### config.mk
export PLATFORM = sky130hd
export DESIGN_NAME = stream_siso_iter_ctrl
export DESIGN_NICKNAME = d
export VERILOG_FILES = /design/src/rtl/stream_siso_iter_ctrl.sv
export SDC_FILE = /design/constraint.sdc
export NUM_CORES = 1
export LEC_CHECK = 0
export CORE_ASPECT_RATIO = 0.8
export CORE_MARGIN = 2
export CORE_UTILIZATION = 25
export DETAILED_ROUTE_END_ITERATION = 12
export GPL_TIMING_DRIVEN = 0
export HOLD_SLACK_MARGIN = 0.08
export SLEW_MARGIN = 15
export SYNTH_ARGS = -nofsm -noshare
export SYNTH_HDL_FRONTEND = slang
export SYNTH_SLANG_ARGS = --single-unit
### constraint.sdc
create_clock -name clk -period 6.9 [get_ports clk]
set_clock_uncertainty 0.05 [all_clocks]
set_input_delay 1.035 -clock clk [delete_from_list [all_inputs] [get_ports clk]]
set_output_delay 1.035 -clock clk [all_outputs]
set_load 0.05 [all_outputs]
### src/rtl/stream_siso_iter_ctrl.sv
// Turbo iteration controller: hard decisions on SISO output, early stop on a stable full iteration, bit readout.
// Optional STREAM_SISO_ITER_CTRL_STATS_EN adds last_mismatch / total_half_iters outputs.
module stream_siso_iter_ctrl #(
  parameter int unsigned BITS            = 16,
  parameter int unsigned BITS_PER_SYMBOL = 2,
  parameter int unsigned DECISION_INDEX  = 1,
  parameter int unsigned SYMBOLS         = 10,
  parameter int unsigned MAX_ITER        = 8,
  parameter int unsigned MIN_ITER        = 2
) (
  input  logic                                 clk,
  input  logic                                 rst,
  input  logic                                 start,
  input  logic                                 in_valid,
  input  logic [BITS_PER_SYMBOL-1:0][BITS-1:0] llr_in,
  output logic                                 busy,
  output logic                                 half_iter,
  output logic [7:0]                           iter_count,
  output logic                                 converged,
  output logic                                 out_valid,
  input  logic                                 out_ready,
  output logic                                 result,
  output logic                                 out_last,
  output logic                                 done
`ifdef STREAM_SISO_ITER_CTRL_STATS_EN
  ,
  output logic [7:0]                           last_mismatch,
  output logic [9:0]                           total_half_iters
`endif
);

  localparam int unsigned SW = (SYMBOLS > 1) ? $clog2(SYMBOLS) : 1;
  localparam logic [SW-1:0] LAST_SYM = SW'(SYMBOLS - 1);

  typedef enum logic [1:0] {IDLE, RUN, READOUT} state_e;

  state_e             state_q, state_d;
  logic               half_iter_q, half_iter_d;
  logic [7:0]         iter_count_q, iter_count_d;
  logic               converged_q, converged_d;
  logic [SW-1:0]      sym_q, sym_d;
  logic [7:0]         mism_q, mism_d;
  logic [SYMBOLS-1:0] dec_buf_q, dec_buf_d;
  logic               out_valid_q, out_valid_d;
  logic [SW-1:0]      rd_q, rd_d;
  logic               done_q, done_d;

`ifdef STREAM_SISO_ITER_CTRL_STATS_EN
  logic [7:0]         last_mism_q, last_mism_d;
  logic [9:0]         total_q, total_d;
`endif

  logic       dec;
  logic       mis_now;
  logic       blk_end;
  logic [7:0] mism_inc;
  logic [7:0] iter_next;
  logic       llr_unused;

  // Only the sign of the selected LLR matters; a zero word decodes as 1.
  assign dec        = ~llr_in[DECISION_INDEX][BITS-1];
  assign llr_unused = ^llr_in;

  always_comb begin
    state_d      = state_q;
    half_iter_d  = half_iter_q;
    iter_count_d = iter_count_q;
    converged_d  = converged_q;
    sym_d        = sym_q;
    mism_d       = mism_q;
    dec_buf_d    = dec_buf_q;
    out_valid_d  = out_valid_q;
    rd_d         = rd_q;
    done_d       = 1'b0;
    mis_now      = 1'b0;
    blk_end      = 1'b0;
    mism_inc     = mism_q;
    iter_next    = iter_count_q + 8'd1;
`ifdef STREAM_SISO_ITER_CTRL_STATS_EN
    last_mism_d  = last_mism_q;
    total_d      = total_q;
`endif

    unique case (state_q)
      IDLE: ;
      RUN: begin
        if (in_valid) begin
          blk_end = (sym_q == LAST_SYM);
          sym_d   = blk_end ? '0 : sym_q + 1'b1;
          if (half_iter_q) begin
            // Stale buffer contents from an aborted codeword are masked until iteration 1 is stored.
            mis_now = (iter_count_q != 8'd0) && (dec != dec_buf_q[sym_q]);
            if (mis_now && (mism_q != 8'hFF)) mism_inc = mism_q + 8'd1;
            mism_d           = mism_inc;
            dec_buf_d[sym_q] = dec;
            if (blk_end) begin
              iter_count_d = iter_next;
`ifdef STREAM_SISO_ITER_CTRL_STATS_EN
              last_mism_d = mism_inc;
`endif
              if ((iter_next >= 8'(MIN_ITER)) && (mism_inc == 8'd0)) begin
                converged_d = 1'b1;
                state_d     = READOUT;
                out_valid_d = 1'b1;
                rd_d        = '0;
              end else if (iter_next == 8'(MAX_ITER)) begin
                converged_d = 1'b0;
                state_d     = READOUT;
                out_valid_d = 1'b1;
                rd_d        = '0;
              end else begin
                half_iter_d = 1'b0;
                mism_d      = '0;
              end
            end
          end else if (blk_end) begin
            half_iter_d = 1'b1;
          end
`ifdef STREAM_SISO_ITER_CTRL_STATS_EN
          if (blk_end) total_d = total_q + 10'd1;
`endif
        end
      end
      READOUT: begin
        if (out_valid_q && out_ready) begin
          if (rd_q == LAST_SYM) begin
            out_valid_d = 1'b0;
            done_d      = 1'b1;
            state_d     = IDLE;
          end else begin
            rd_d = rd_q + 1'b1;
          end
        end
      end
      default: state_d = IDLE;
    endcase

    // start overrides everything above, including a coincident block end or final transfer.
    if (start) begin
      state_d      = RUN;
      half_iter_d  = 1'b0;
      iter_count_d = '0;
      converged_d  = 1'b0;
      sym_d        = '0;
      mism_d       = '0;
      out_valid_d  = 1'b0;
      rd_d         = '0;
      done_d       = 1'b0;
`ifdef STREAM_SISO_ITER_CTRL_STATS_EN
      last_mism_d  = '0;
      total_d      = '0;
`endif
    end
  end

  always_ff @(posedge clk) begin
    if (rst) begin
      state_q      <= IDLE;
      half_iter_q  <= 1'b0;
      iter_count_q <= '0;
      converged_q  <= 1'b0;
      sym_q        <= '0;
      mism_q       <= '0;
      dec_buf_q    <= '0;
      out_valid_q  <= 1'b0;
      rd_q         <= '0;
      done_q       <= 1'b0;
`ifdef STREAM_SISO_ITER_CTRL_STATS_EN
      last_mism_q  <= '0;
      total_q      <= '0;
`endif
    end else begin
      state_q      <= state_d;
      half_iter_q  <= half_iter_d;
      iter_count_q <= iter_count_d;
      converged_q  <= converged_d;
      sym_q        <= sym_d;
      mism_q       <= mism_d;
      dec_buf_q    <= dec_buf_d;
      out_valid_q  <= out_valid_d;
      rd_q         <= rd_d;
      done_q       <= done_d;
`ifdef STREAM_SISO_ITER_CTRL_STATS_EN
      last_mism_q  <= last_mism_d;
      total_q      <= total_d;
`endif
    end
  end

  assign busy       = (state_q != IDLE);
  assign half_iter  = half_iter_q;
  assign iter_count = iter_count_q;
  assign converged  = converged_q;
  assign out_valid  = out_valid_q;
  assign result     = out_valid_q & dec_buf_q[rd_q];
  assign out_last   = out_valid_q & (rd_q == LAST_SYM);
  assign done       = done_q;
`ifdef STREAM_SISO_ITER_CTRL_STATS_EN
  assign last_mismatch    = last_mism_q;
  assign total_half_iters = total_q;
`endif

endmodule

==> results of run 1 <==
## through the flow
stage / cell area [um2] / util, %
4_1_cts: 2950 / 30.8
5_1_grt: 2950 / 30.8
2_1_floorplan: 2440 / -
3_3_place_gp: 2790 / 29.1
6_report: 2950 / 30.8
3_5_place_dp: 2790 / 29.1
## power groups by stage
| stage | clock (mW) | combinational (mW) | sequential [mW] |
|---|---|---|---|
| 4_1_cts | 0.270 | 0.0236 | 0.232 |
| 5_1_grt | 0.277 | 0.0255 | 0.232 |
| 6_report | 0.265 | 0.0237 | 0.232 |
| 3_5_place_dp | 0 | 0.0234 | 0.237 |
| 3_3_place_gp | 0 | 0.0233 | 0.237 |
| 2_1_floorplan | 0 | 0.0144 | 0.237 |
## worst max path at each step
stage	to	slack, ns	cells past startpoint
after global routing	result	3.03	6
after global placement	iter_count[3]	3.34	9
final	result	3.22	6
after CTS	result	3.18	6
after detailed placement	iter_count[3]	3.31	9
after floorplan	mism_q[1]	3.99	11
## routing by layer
layer	part of all wire (%)	GRT usage [%]	vias to the layer above	routed length [um]
met1	52	18.9	1062	3200
met4	0.89	2.74	0	55
met2	42	17.7	50	2640
li1	-	-	1123	-
met5	0	0	-	0
met3	5.1	2.49	8	314
## final cells by class
class                           count  area (um2)  share of cell area, %
Multi-Input combinational cell    223        1510                   51.3
Sequential cell                    40         801                   27.1
Timing Repair Buffer               20         200                   6.78
Tap cell                          119         149                   5.04
Clock buffer                        6         129                   4.37
Buffer                             17        76.3                   2.59
Inverter                           13        48.8                   1.65
Clock inverter                      2        35.0                   1.19
## tightest hold or removal path: stages, from the launching register on
cell	delay [ns]
dfxtp_1	0.31
nand2_1	0.05
a21oi_1	0.05
## cell families (layout without fill, tap and decap cells)
logic type | count (synthesis) | in the layout
AOI/OAI and AO/OA | 68 | 68
xor gates and xnor gates | 13 | 13
adders and majority gates | 6 | 6
buffers and inverters | 30 | 58
DFF | 40 | 40
muxes | 12 | 12
and+or+nand+nor | 124 | 124
## Yosys cell counts (3+ instances only)
cell type	count	area share (%)
and2_1	3	0.77
o22ai_1	3	0.77
o21ai_0	5	1.0
o21ai_1	4	0.82
nand4_1	4	1.0
dfxtp_1	40	33
mux4_2	3	2.8
and3_1	6	1.5
o31ai_1	4	1.2
a311oi_1	3	1.1
ha_1	6	3.1
nand2_1	25	3.8
or3_1	6	1.5
a21oi_1	14	2.9
nor4_1	3	0.77
nand3_1	11	2.3
clkbuf_1	13	2.0
inv_1	13	2.0
nor3_1	12	2.5
mux2i_1	8	3.3
nor2b_1	7	1.8
xnor2_1	5	1.8
a211oi_1	9	2.8
nor2_1	33	5.1
o21a_1	3	0.92
xor2_1	7	2.5
a31oi_1	8	2.1
a22oi_1	4	1.2
## registers in the layout, indices dropped and copies added, names as in the netlist
signal	flops
dec_buf_q	10
iter_count	8
mism_q	8
rd_q	4
sym_q	4
state_q	2
converged	1
done	1
half_iter	1
out_valid	1
## layout by cell type (no fill, tap or decap), drive strengths merged, types with 3 or more instances in the layout
cell type,count
and2,3
a21oi,14
mux4,3
and3,6
buf,4
a31oi,8
clkbuf,19
clkdlybuf4s50,20
o22ai,3
xnor2,5
a22oi,4
o31ai,4
ha,6
nor2,33
nand3,11
a211oi,9
o21ai,9
nand2b,3
mux2i,8
dfxtp,40
xor2,8
nand2,25
nor3,12
nor4,3
a311oi,3
nor2b,7
inv,13
o21a,3
nand4,6
or3,6
==> impl_metrics.csv, run 1 <==
group,metric,value,unit
run_status,status,"finished clean",
worst_setup_path,start_kind,"flip-flop",
timing,slew_violations,0,
clock_tree,cts-resized-gates,0,
logic_synthesis,synthesis.instances,293,
logic_synthesis,synth_top_family_by_area,"simple AND/OR/NAND/NOR gates",
detailed_routing,routedWlPerCell,14.1,um
min_path,min_path_cells,2,
min_path,whs_endpoint,"converged",
placement,dp_slack,3.31,ns
clock_tree,clock_latency,0.29,ns
timing,hold_violations,0,
worst_setup_path,cpPeakStageDelay,0.70,ns
clock_tree,cts_buffers,5,
worst_setup_path,worstReg2RegEnd,"mism_q[4]",
layout,fin_cells,440,
worst_setup_path,crit_required,5.81,ns
clock_tree,cts.clk_slew.worst_paths,0.06,ns
min_path,hold_path_startpoint,"converged",
die,die_w,114,um
min_path,hold_class,"flip-flop to flip-flop",
layout,nets,363,
logic_synthesis,syn_avg_cell_area,8.32,um2
timing,fmax,272,MHz
worst_setup_path,r2r_slack,3.71,ns
timing,relSlewSlack,47.6,%
logic_synthesis,synthMuxAreaShare,6.52,%
grt,grt_usage,12.4,%
placement,dp.cells,432,
power_and_ir_drop,p_comb_share,4.5,%
logic_synthesis,synth_nets,336,
power_and_ir_drop,powerDensity,177,mW/mm2
layout,antenna_cells,0,
logic_synthesis,synth_compound_area_share,20.6,%
logic_synthesis,synth_fa_ha_area_share,3.08,%
logic_synthesis,ys_ff_latch,40,
worst_setup_path,criticalPathCategory,"flip-flop to output pin",
grt,antenna_found_initial,0,
die,start_util,25.5,%
timing,fin_crit,3.68,ns
logic_synthesis,synth_xor_area_share,5.44,%
power_and_ir_drop,pwr-share-seq,44.5,%
placement,gp_congestion,0.888,
clock_tree,cts.path.max_buffers,2,
detailed_routing,vias_per_cell,5.10,
layout,syn_to_final_growth,21.0,%
timing,tns,0,ns
worst_setup_path,cp_slowest_cell,"clkdlybuf4s50_1",
worst_setup_path,cp_num_buf_inv,2,
worst_setup_path,reg2reg_from,"iter_count[0]",
timing,fin_ws,3.22,ns
clock_tree,htreeDepth,2,
grt,overflow,0,
power_and_ir_drop,switching_share,21.3,%
worst_setup_path,crit_path_end_kind,"output pin",
worst_setup_path,cp-startpoint,"rd_q[0]",
clock_tree,clockRootBuffer,"clkbuf_16",
detailed_routing,drc_errors,0,
logic_synthesis,ys_warn_count,0,
placement,io_buffers,20,
clock_tree,cts_tree,"yes",
clock_tree,clock-sinks,40,
grt,grt_start_max_net_pins,13,
timing,post-route-period-util,53.3,%
timing,setup_viol,0,
placement,dp_hpwl,4630,um
layout,drive_above_1_share,7.48,%
power_and_ir_drop,power,0.521,mW
power_and_ir_drop,p_int,0.410,mW
die,io_pins,52,
logic_synthesis,syn_area,0.00244,mm2
worst_setup_path,cp_max_fo,6,
worst_setup_path,crit_family,"buffers and inverters",
logic_synthesis,yosys.area_share.simple,26.4,%
timing,tightest_slew,0.779,ns
logic_synthesis,synth_ff_type,"dfxtp_1",
worst_setup_path,reg2regPathDepth,11,
detailed_routing,drt-pass1-iter-count,4,
die,placeableCoreArea,0.00957,mm2
layout,fill_cells,995,
die,die_h,92.3,um
run,drv_cap,0,
die,dieArea,0.0106,mm2
worst_setup_path,arrival,2.59,ns
worst_setup_path,path_cells,"clkbuf_1 > mux4_2 > mux2i_1 > nor2_1 > o21a_1 > clkdlybuf4s50_1",
logic_synthesis,async_flop_share,0,%
clock_tree,holdBufCountCts,0,
detailed_routing,ant_nets,0,
detailed_routing,drt-total-wl,6210,um
clock_tree,postCtsSetupBuffers,0,
power_and_ir_drop,p_leak,0.914,nW
timing,timing.hold.ws,0.415,ns
timing,rsz0062_at_grt,"no",
detailed_routing,vias,2243,
logic_synthesis,yosysSeqAreaShare,32.8,%
power_and_ir_drop,clkPwrFrac,50.9,%
detailed_routing,drtIter0Drc,114,
logic_synthesis,synth_edf_count,0,
die,row_count,32,
grt,grt_pass1_wl,10500,um
power_and_ir_drop,switching_power,0.111,mW
grt,grt_pass1_vias,2102,
logic_synthesis,synth_cell_types,54,
power_and_ir_drop,vdd_ir_drop_max,0.0000804,V
No activity file was read; power rests on OpenSTA's default activity.
==> run 2: changes to the inputs <==
clock period = 3.25 ns   (was 6.9 ns; I/O delays follow)
==> run 2 against run 1 <==
  * Combinational power rose by 110%
  * Cell area grew 1.4%
  * Register-to-register slack got worse by 3.5 ns
  * Sequential power grew 110%
  * Clock power rose by 110%
  * Worst setup slack lost 3.0 ns
  * Via count grew 0.53%
  * Clock-buffer cell count stayed put
  * Critical endpoint is now mism_q[4]
  * Largest power group unchanged
  * Highest routed layer unchanged
==> impl_metrics.csv, run 2 (synthesis results as in run 1) <==
group,metric,value,unit
clock_tree,clockRootBuffer,"clkbuf_16",
worst_setup_path,arrival,3.20,ns
grt,overflow,0,
timing,tns,0,ns
timing,hold_violations,0,
power_and_ir_drop,p_leak,0.939,nW
clock_tree,cts.clk_slew.worst_paths,0.06,ns
layout,fin_cells,440,
clock_tree,htreeDepth,2,
detailed_routing,drc_errors,0,
timing,relSlewSlack,54.5,%
layout,layout_commonest_cell,"dfxtp_1",
clock_tree,clock_latency,0.29,ns
detailed_routing,ant_nets,0,
die,placeableCoreArea,0.00957,mm2
die,row_count,32,
power_and_ir_drop,vdd_ir_drop_max,0.000171,V
placement,dp_hpwl,4630,um
detailed_routing,vias,2255,
placement,gp_congestion,0.888,
worst_setup_path,cp_slowest_cell,"mux4_2",
layout,largest_reg_flops,10,
timing,fin_crit,3.05,ns
timing,fmax,328,MHz
worst_setup_path,criticalPathCategory,"flip-flop to flip-flop",
grt,grt_pass1_vias,2102,
detailed_routing,vias_per_cell,5.13,
die,dieArea,0.0106,mm2
clock_tree,clock-sinks,40,
layout,regArea,801,um2
detailed_routing,drt-pass1-iter-count,4,
detailed_routing,routedWlPerCell,14.4,um
clock_tree,holdBufCountCts,0,
worst_setup_path,crit_top_cell,"o31ai_1",
run_status,status,"finished clean",
clock_tree,postCtsSetupBuffers,0,
layout,syn_to_final_growth,22.8,%
layout,fill_cells,994,
timing,tightest_slew,0.677,ns
layout,final_cell_mix,"40 x dfxtp_1, 33 x nor2_1, 25 x nand2_1, 19 x clkdlybuf4s50_1",
worst_setup_path,cp_max_fo,9,
timing,rsz0062_at_grt,"no",
grt,grt_pass1_wl,10500,um
clock_tree,cts.path.max_buffers,2,
placement,dp.cells,432,
timing,slew_violations,0,
power_and_ir_drop,powerDensity,370,mW/mm2
clock_tree,cts_buffers,5,
layout,top_register,"dec_buf_q",
worst_setup_path,cpPeakStageDelay,0.50,ns
die,die_h,92.3,um
power_and_ir_drop,power,1.11,mW
placement,io_buffers,20,
grt,antenna_found_initial,0,
die,io_pins,52,
grt,grt_usage,12.4,%
worst_setup_path,start_kind,"flip-flop",
layout,nets,363,
layout,antenna_cells,0,
min_path,hold_class,"flip-flop to flip-flop",
timing,post-route-period-util,93.8,%
detailed_routing,drtIter0Drc,108,
worst_setup_path,crit_path_end_kind,"flip-flop",
worst_setup_path,crit_required,3.40,ns
layout,drive_above_1_share,9.03,%
run,drv_cap,0,
worst_setup_path,path_cells,"mux4_2 > nand2b_4 > a32oi_4 > xor2_4 > nand2_1 > o31ai_1 > a311o_1 > buf_6 > nand4_4 > o31ai_1",
die,start_util,25.5,%
clock_tree,cts_tree,"yes",
grt,grt_start_max_net_pins,13,
layout,multiInputGateArea,0.00155,mm2
die,die_w,114,um
detailed_routing,drt-total-wl,6340,um
timing,setup_viol,0,
-- run 2: cell types whose count changed in the layout (fill, tap and decap cells not counted), sizes merged --
cell           change
dlymetal6s2s       +1
clkdlybuf4s50      -1
-- run 2: worst max-delay path: cells and delay by family (launching register included) --
family	cells	cell delay [ns]
XOR/XNOR	1	0.27
flip-flops	1	0.38
multiplexers	1	0.50
AND/OR/NAND/NOR	3	0.48
buffers and inverters	1	0.15
AO/OA/AOI/OAI	4	1.13
-- run 2: per-stage QoR --
step	setup slack (ns)	area (um2)	hold slack, ns	util (%)
floorplan	0.338	2440	0.405	-
global placement	0.162	2790	0.410	29.1
detailed placement	0.177	2790	0.412	29.1
CTS	0.0822	2950	0.420	30.8
global route	0.00566	2990	0.441	31.3
finish	0.201	2990	0.414	31.3
-- run 2: area by class of cell --
| type | count | share of cell area, % |
|---|---|---|
| Buffer | 17 | 2.55 |
| Clock buffer | 6 | 4.30 |
| Clock inverter | 2 | 1.17 |
| Inverter | 13 | 1.63 |
| Multi-Input combinational cell | 223 | 51.9 |
| Sequential cell | 40 | 26.7 |
| Tap cell | 119 | 4.97 |
| Timing Repair Buffer | 20 | 6.77 |
-- run 2: repair_timing --
item / 4_1_cts / 5_1_grt
hold endpoints to repair: 0 / 0
gates resized for setup: 0 / 7
endpoints found under the setup margin: 0 / 12
-- run 2: power by group --
part,switching (mW),internal (mW),leakage [nW]
sequential,0.00114,0.492,0.322
combinational,0.0327,0.0181,0.535
clock,0.204,0.361,0.0808
-- run 2: path summary, 6_finish.rpt --
path,start,to,slack (ns),cells past startpoint
min,converged,converged,0.41,2
max reg2reg,sym_q[1],mism_q[4],0.20,10
min reg2reg,converged,converged,0.41,2
max,sym_q[1],mism_q[4],0.20,10
-- run 2: routing by layer --
metal	GRT usage, %	vias to the layer above	wire length [um]
li1	-	1127	-
met1	18.9	1075	3340
met2	17.7	46	2710
met3	2.49	7	245
met4	2.74	0	41
met5	0	-	0
